## config.mk

```make
export PLATFORM = sky130hd
export DESIGN_NAME = hhk_loop_adder_flat
export DESIGN_NICKNAME = d
export VERILOG_FILES = /design/src/rtl/hhk_loop_adder_if.sv /design/src/rtl/hhk_loop_adder.sv /design/src/flat_wrapper.sv
export SDC_FILE = /design/constraint.sdc
export NUM_CORES = 1
export LEC_CHECK = 0
export CORE_MARGIN = 2
export CORE_UTILIZATION = 34
export CTS_CLUSTER_DIAMETER = 200
export DETAILED_ROUTE_END_ITERATION = 7
export GPL_ROUTABILITY_DRIVEN = 0
export SLEW_MARGIN = 20
export SYNTH_ARGS = -nofsm -noshare
export SYNTH_HDL_FRONTEND = slang
export SYNTH_SLANG_ARGS = --single-unit
```

## constraint.sdc

```tcl
create_clock -name clk -period 4.25 [get_ports clk]
set_input_delay 0.425 -clock clk [delete_from_list [all_inputs] [get_ports clk]]
set_output_delay 0.425 -clock clk [all_outputs]
set_load 0.01 [all_outputs]
```

## src/rtl/hhk_loop_adder_if.sv

```systemverilog
// Handshake/data bundle for hhk_loop_adder: operation request in, running state out.
interface hhk_loop_adder_if #(
    parameter int WIDTH = 11
);
    logic             start;
    logic             mode;
    logic             abort;
    logic [WIDTH-1:0] a_in;
    logic [WIDTH-1:0] b_in;
    logic [WIDTH-1:0] a;
    logic [WIDTH-1:0] b;
    logic [WIDTH-1:0] cnt;
    logic [WIDTH-1:0] res;
    logic             busy;
    logic             done;
    logic             ovf;

    modport master (
        output start, mode, abort, a_in, b_in,
        input  a, b, cnt, res, busy, done, ovf
    );

    modport slave (
        input  start, mode, abort, a_in, b_in,
        output a, b, cnt, res, busy, done, ovf
    );
endinterface

```

## src/rtl/hhk_loop_adder.sv

```systemverilog
// Iterative adder: steps res by +/-1 once per clock for b_in cycles, with abort,
// sticky wrap detection and a one-cycle done pulse.
module hhk_loop_adder #(
    parameter int WIDTH   = 11,
    parameter bit MODE_EN = 1'b1
) (
    input  logic            clk,
    input  logic            rst,
    hhk_loop_adder_if.slave bus
);
    typedef enum logic [1:0] {IDLE, RUN, DONE} state_e;

    localparam logic [WIDTH-1:0] ONE  = {{(WIDTH-1){1'b0}}, 1'b1};
    localparam logic [WIDTH-1:0] ALL1 = '1;

    state_e           state_q;
    logic [WIDTH-1:0] a_q, b_q, cnt_q, res_q;
    logic             mode_q, ovf_q;
    logic [WIDTH-1:0] res_d;
    logic             wrap_d;

    // Next step value and whether this step crosses the modulo boundary.
    always_comb begin
        res_d  = mode_q ? (res_q - ONE) : (res_q + ONE);
        wrap_d = mode_q ? (res_q == '0) : (res_q == ALL1);
    end

    always_ff @(posedge clk or negedge rst) begin
        if (!rst) begin
            state_q <= IDLE;
            a_q     <= '0;
            b_q     <= '0;
            cnt_q   <= '0;
            res_q   <= '0;
            mode_q  <= 1'b0;
            ovf_q   <= 1'b0;
        end else begin
            case (state_q)
                IDLE: begin
                    if (bus.start) begin
                        a_q     <= bus.a_in;
                        b_q     <= bus.b_in;
                        res_q   <= bus.a_in;
                        cnt_q   <= bus.b_in;
                        mode_q  <= MODE_EN ? bus.mode : 1'b0;
                        ovf_q   <= 1'b0;
                        state_q <= RUN;
                    end
                end
                RUN: begin
                    // Abort wins over stepping and leaves the datapath frozen.
                    if (bus.abort) begin
                        state_q <= IDLE;
                    end else if (cnt_q != '0) begin
                        cnt_q <= cnt_q - ONE;
                        res_q <= res_d;
                        if (wrap_d) ovf_q <= 1'b1;
                    end else begin
                        state_q <= DONE;
                    end
                end
                DONE:    state_q <= IDLE;
                default: state_q <= IDLE;
            endcase
        end
    end

    assign bus.a    = a_q;
    assign bus.b    = b_q;
    assign bus.cnt  = cnt_q;
    assign bus.res  = res_q;
    assign bus.ovf  = ovf_q;
    assign bus.busy = (state_q != IDLE);
    assign bus.done = (state_q == DONE);
endmodule
```

## src/flat_wrapper.sv

```systemverilog
// flat-port wrapper written by rule: the top's interface ports become plain ports
module hhk_loop_adder_flat 
#(
    parameter int WIDTH   = 11,
    parameter bit MODE_EN = 1'b1
)
  (clk, rst, bus_start, bus_mode, bus_abort, bus_a_in, bus_b_in, bus_a, bus_b, bus_cnt, bus_res, bus_busy, bus_done, bus_ovf);
  hhk_loop_adder_if #(.WIDTH(WIDTH)) bus_i ();
  input  logic clk;
  input  logic rst;
  input wire logic [$bits(bus_i.start)-1:0] bus_start;
  input wire logic [$bits(bus_i.mode)-1:0] bus_mode;
  input wire logic [$bits(bus_i.abort)-1:0] bus_abort;
  input wire logic [$bits(bus_i.a_in)-1:0] bus_a_in;
  input wire logic [$bits(bus_i.b_in)-1:0] bus_b_in;
  output wire logic [$bits(bus_i.a)-1:0] bus_a;
  output wire logic [$bits(bus_i.b)-1:0] bus_b;
  output wire logic [$bits(bus_i.cnt)-1:0] bus_cnt;
  output wire logic [$bits(bus_i.res)-1:0] bus_res;
  output wire logic [$bits(bus_i.busy)-1:0] bus_busy;
  output wire logic [$bits(bus_i.done)-1:0] bus_done;
  output wire logic [$bits(bus_i.ovf)-1:0] bus_ovf;
  assign bus_i.start = bus_start;
  assign bus_i.mode = bus_mode;
  assign bus_i.abort = bus_abort;
  assign bus_i.a_in = bus_a_in;
  assign bus_i.b_in = bus_b_in;
  assign bus_a = bus_i.a;
  assign bus_b = bus_i.b;
  assign bus_cnt = bus_i.cnt;
  assign bus_res = bus_i.res;
  assign bus_busy = bus_i.busy;
  assign bus_done = bus_i.done;
  assign bus_ovf = bus_i.ovf;
  hhk_loop_adder #(.WIDTH(WIDTH), .MODE_EN(MODE_EN)) u_core (.clk(clk), .rst(rst), .bus(bus_i));
endmodule
```

==> impl_metrics.py <==
metrics = {
    "sta": {
        "tns_ps": 0,
        "worst_slew_pin_slew_ps": 1010,
        "rsz0062_at_grt": "false",
        "max_freq_mhz": 396,
        "final.setup_skew_ps": 9.57,
        "finalSetupViolations": 0,
        "timing_hold_violations_final": 0,
        "relSlewSlack_pct": 32.6,
        "period_share_pct": 59.4,
        "min_period_ps": 2530,
        "drv_slew": 0,
    },
    "route": {
        "first_pass_iters": 4,
        "vias": 2426,
        "remaining_drc_errors": 0,
        "drtIter0Drc": 163,
        "wl_per_cell_um": 14.6,
        "antenna_left": 0,
        "drt-vias-per-instance": 5.02,
        "wl_mm": 7.07,
    },
    "setup_path": {
        "crit_type": "reg2reg",
        "rr_worst_depth": 7,
        "path_cells": "fa_1 > a211oi_1 > o21ai_1 > a41oi_2 > xor2_1 > mux2_2 > nand3_1",
        "worst_path_max_delay_cell": "dfrtp_1",
        "slowest_delay_ps": 580,
        "endpoint_kind": "flip-flop",
        "worst_ep_arrival_time_ps": 2770,
        "cp_max_fo": 14,
        "startpoint_type": "flip-flop",
        "crit_required_ps": 4490,
    },
    "yosys": {
        "synthTopCellsByArea": "dfrtp_1, nand2_1, ha_1, a21oi_1, nor2_1",
        "synth_edf_count": 0,
        "yosys_warnings": 0,
        "synth_ff_type": "dfrtp_1",
        "synthArstFlopShare_pct": 100,
        "ys_ff_latch": 48,
        "synth_cell_types": 46,
        "synth_cells": 309,
        "synth.avg_cell_area_um2": 8.54,
        "synth_top_area_cell": "dfrtp_1",
        "ys_seq_area_share_pct": 45.5,
        "yosysTopAreaCellShare_pct": 45.5,
        "syn-num-nets": 348,
        "synth_area_um2": 2640,
    },
    "clocking": {
        "clock_sinks": 48,
        "insertion_delay_ps": 300,
        "cts_tree": "yes",
        "cts_resized": 0,
        "cts_inserted_buffers": 5,
        "clockBufferDepth": 2,
        "clockRootBuffer": "clkbuf_8",
        "holdBufCountCts": 0,
        "cts.clk_slew.worst_paths_ps": 100,
        "cts_setup_buffers": 0,
        "htree_levels": 2,
    },
    "pwr": {
        "vdd_drop_max_mv": 0.280,
        "leakagePower_nw": 1.59,
        "p_per_area_nw_per_um2": 609,
    },
    "global_routing": {
        "grt_first_pass_wirelength_mm": 11.7,
        "antenna_found_initial": 0,
        "grt_max_degree": 49,
        "met1_usage_pct": 23.8,
        "grt.total_usage_pct": 17.1,
        "met2_usage_pct": 27.9,
        "grt_pass1_vias": 2377,
        "top_usage_layer": "met2",
        "overflow": 0,
        "grt_use_met3_pct": 3.29,
    },
    "die": {
        "num_rows": 32,
        "dieArea_um2": 8480,
        "initial_core_util_pct": 34.7,
        "fp.dieW_um": 92.1,
        "num_io_pins": 74,
        "dieHeight_um": 92.1,
        "coreArea_um2": 7610,
    },
    "final_layout": {
        "syn2layout_area_growth_pct": 35.9,
        "fillers": 743,
        "stdcell_area_um2": 3590,
        "drive_gt1_share_pct": 4.99,
        "multi_input_area_um2": 1370,
        "nets": 419,
        "seq_area_um2": 1200,
        "diodes": 0,
    },
    "place": {
        "dpl_cell_area_um2": 3460,
        "numPortBuffers": 73,
        "dp_hpwl_mm": 5.01,
    },
    "job": {
        "max-cap-violations": 0,
    },
    "hold_path": {
        "min_path_type": "in2async",
    },
    "outcome": {
        "status": "completed",
    },
}
critical path, delay by kind of cell (launching register included):
| family | cells | cell delay, ps |
|---|---|---|
| AOI/OAI and AO/OA | 3 | 800 |
| muxes | 1 | 340 |
| xor gates and xnor gates | 1 | 170 |
| DFF | 1 | 580 |
| and+or+nand+nor | 1 | 70 |
| adders and majority gates | 1 | 500 |
final timing paths:
path                                      end       startpoint  slack [ps]
setup / recovery           u_core.bus.res[10]    u_core.mode_q        1720
hold / removal                u_core.bus.b[6]              rst         220
setup reg to reg           u_core.bus.res[10]    u_core.mode_q        1720
hold reg to reg               u_core.bus.a[8]  u_core.bus.a[8]         480
max in group asynchronous   u_core.bus.res[4]              rst        3600
min in group clk              u_core.bus.a[8]  u_core.bus.a[8]         480
flip-flops by register name, indices dropped and copies added, names as in the netlist:
name / cells
u_core.bus.ovf: 1
u_core.bus.a: 11
u_core.bus.res: 11
u_core.bus.cnt: 11
u_core.bus.b: 11
u_core.state_q: 2
u_core.mode_q: 1
cells in the mapped netlist, types with 2 or more instances:
master / n
nor2_1: 26
a21oi_1: 21
nand2b_1: 3
o21ai_0: 18
nand2_1: 87
dfrtp_1: 48
o22ai_1: 2
and4_1: 2
ha_1: 11
a211oi_1: 5
o21bai_1: 2
nand3_1: 10
nor4_1: 4
inv_1: 4
a21o_1: 6
and3_1: 2
o21a_1: 2
a311oi_1: 2
xnor2_1: 2
a31oi_1: 4
nor2b_1: 3
clkbuf_1: 8
nand4_1: 5
buf_2: 4
xor2_1: 5
o211ai_1: 3
cell usage in the layout, fill, tap and decap left out, drive strengths merged, types with 5 or more instances in the layout:
cell type	instances
clkdlybuf4s50	72
a211oi	5
xor2	5
dfrtp	48
nand4	5
a21oi	21
o21ai	19
nand2	88
nor4	5
nand3	10
inv	5
a21o	7
clkbuf	6
ha	11
nor2	27
metrics by stage:
stage               hold WS (ps)  setup WS (ps)  power, mW  std cells  util (%)
global placement             462           1790       1.83        475      45.5
detailed placement           461           1770       1.84        475      45.5
CTS                          242           1750       2.21        483      47.1
global route                 276           1610       2.35        483      47.1
finish                       224           1720       2.18        483      47.1
floorplan                    129           1980       1.37        309         -
area by class of cell:
type	instances	share of cell area, %
Clock inverter	2	1.08
Sequential cell	48	33.5
Inverter	5	0.593
Timing Repair Buffer	76	20.9
Tap cell	102	3.56
Multi-Input combinational cell	244	38.1
Clock buffer	6	2.30
metal layers:
metal / up-vias / share of wire [%]
met5: - / 0
met4: 0 / 0.57
met3: 4 / 4.2
met2: 54 / 48
met1: 1144 / 47
li1: 1224 / -
power by group:
part	switching (mW)	total, mW	internal, mW
Sequential	0.164	0.758	0.594
Clock	0.161	0.354	0.193
Combinational	0.540	1.07	0.532
Total	0.866	2.18	1.32
kinds of logic (layout without fill, tap and decap cells):
logic type                 after synthesis  count (layout)  synth area share [%]
AOI/OAI and AO/OA                       73              73                  17.6
xor gates and xnor gates                 7               7                  2.32
adders and majority gates               12              12                  5.97
buffers and inverters                   17              89                  2.70
DFF                                     48              48                  45.5
muxes                                    1               1                 0.427
and+or+nand+nor                        151             151                  25.4
(Power assumes the default switching activity.)
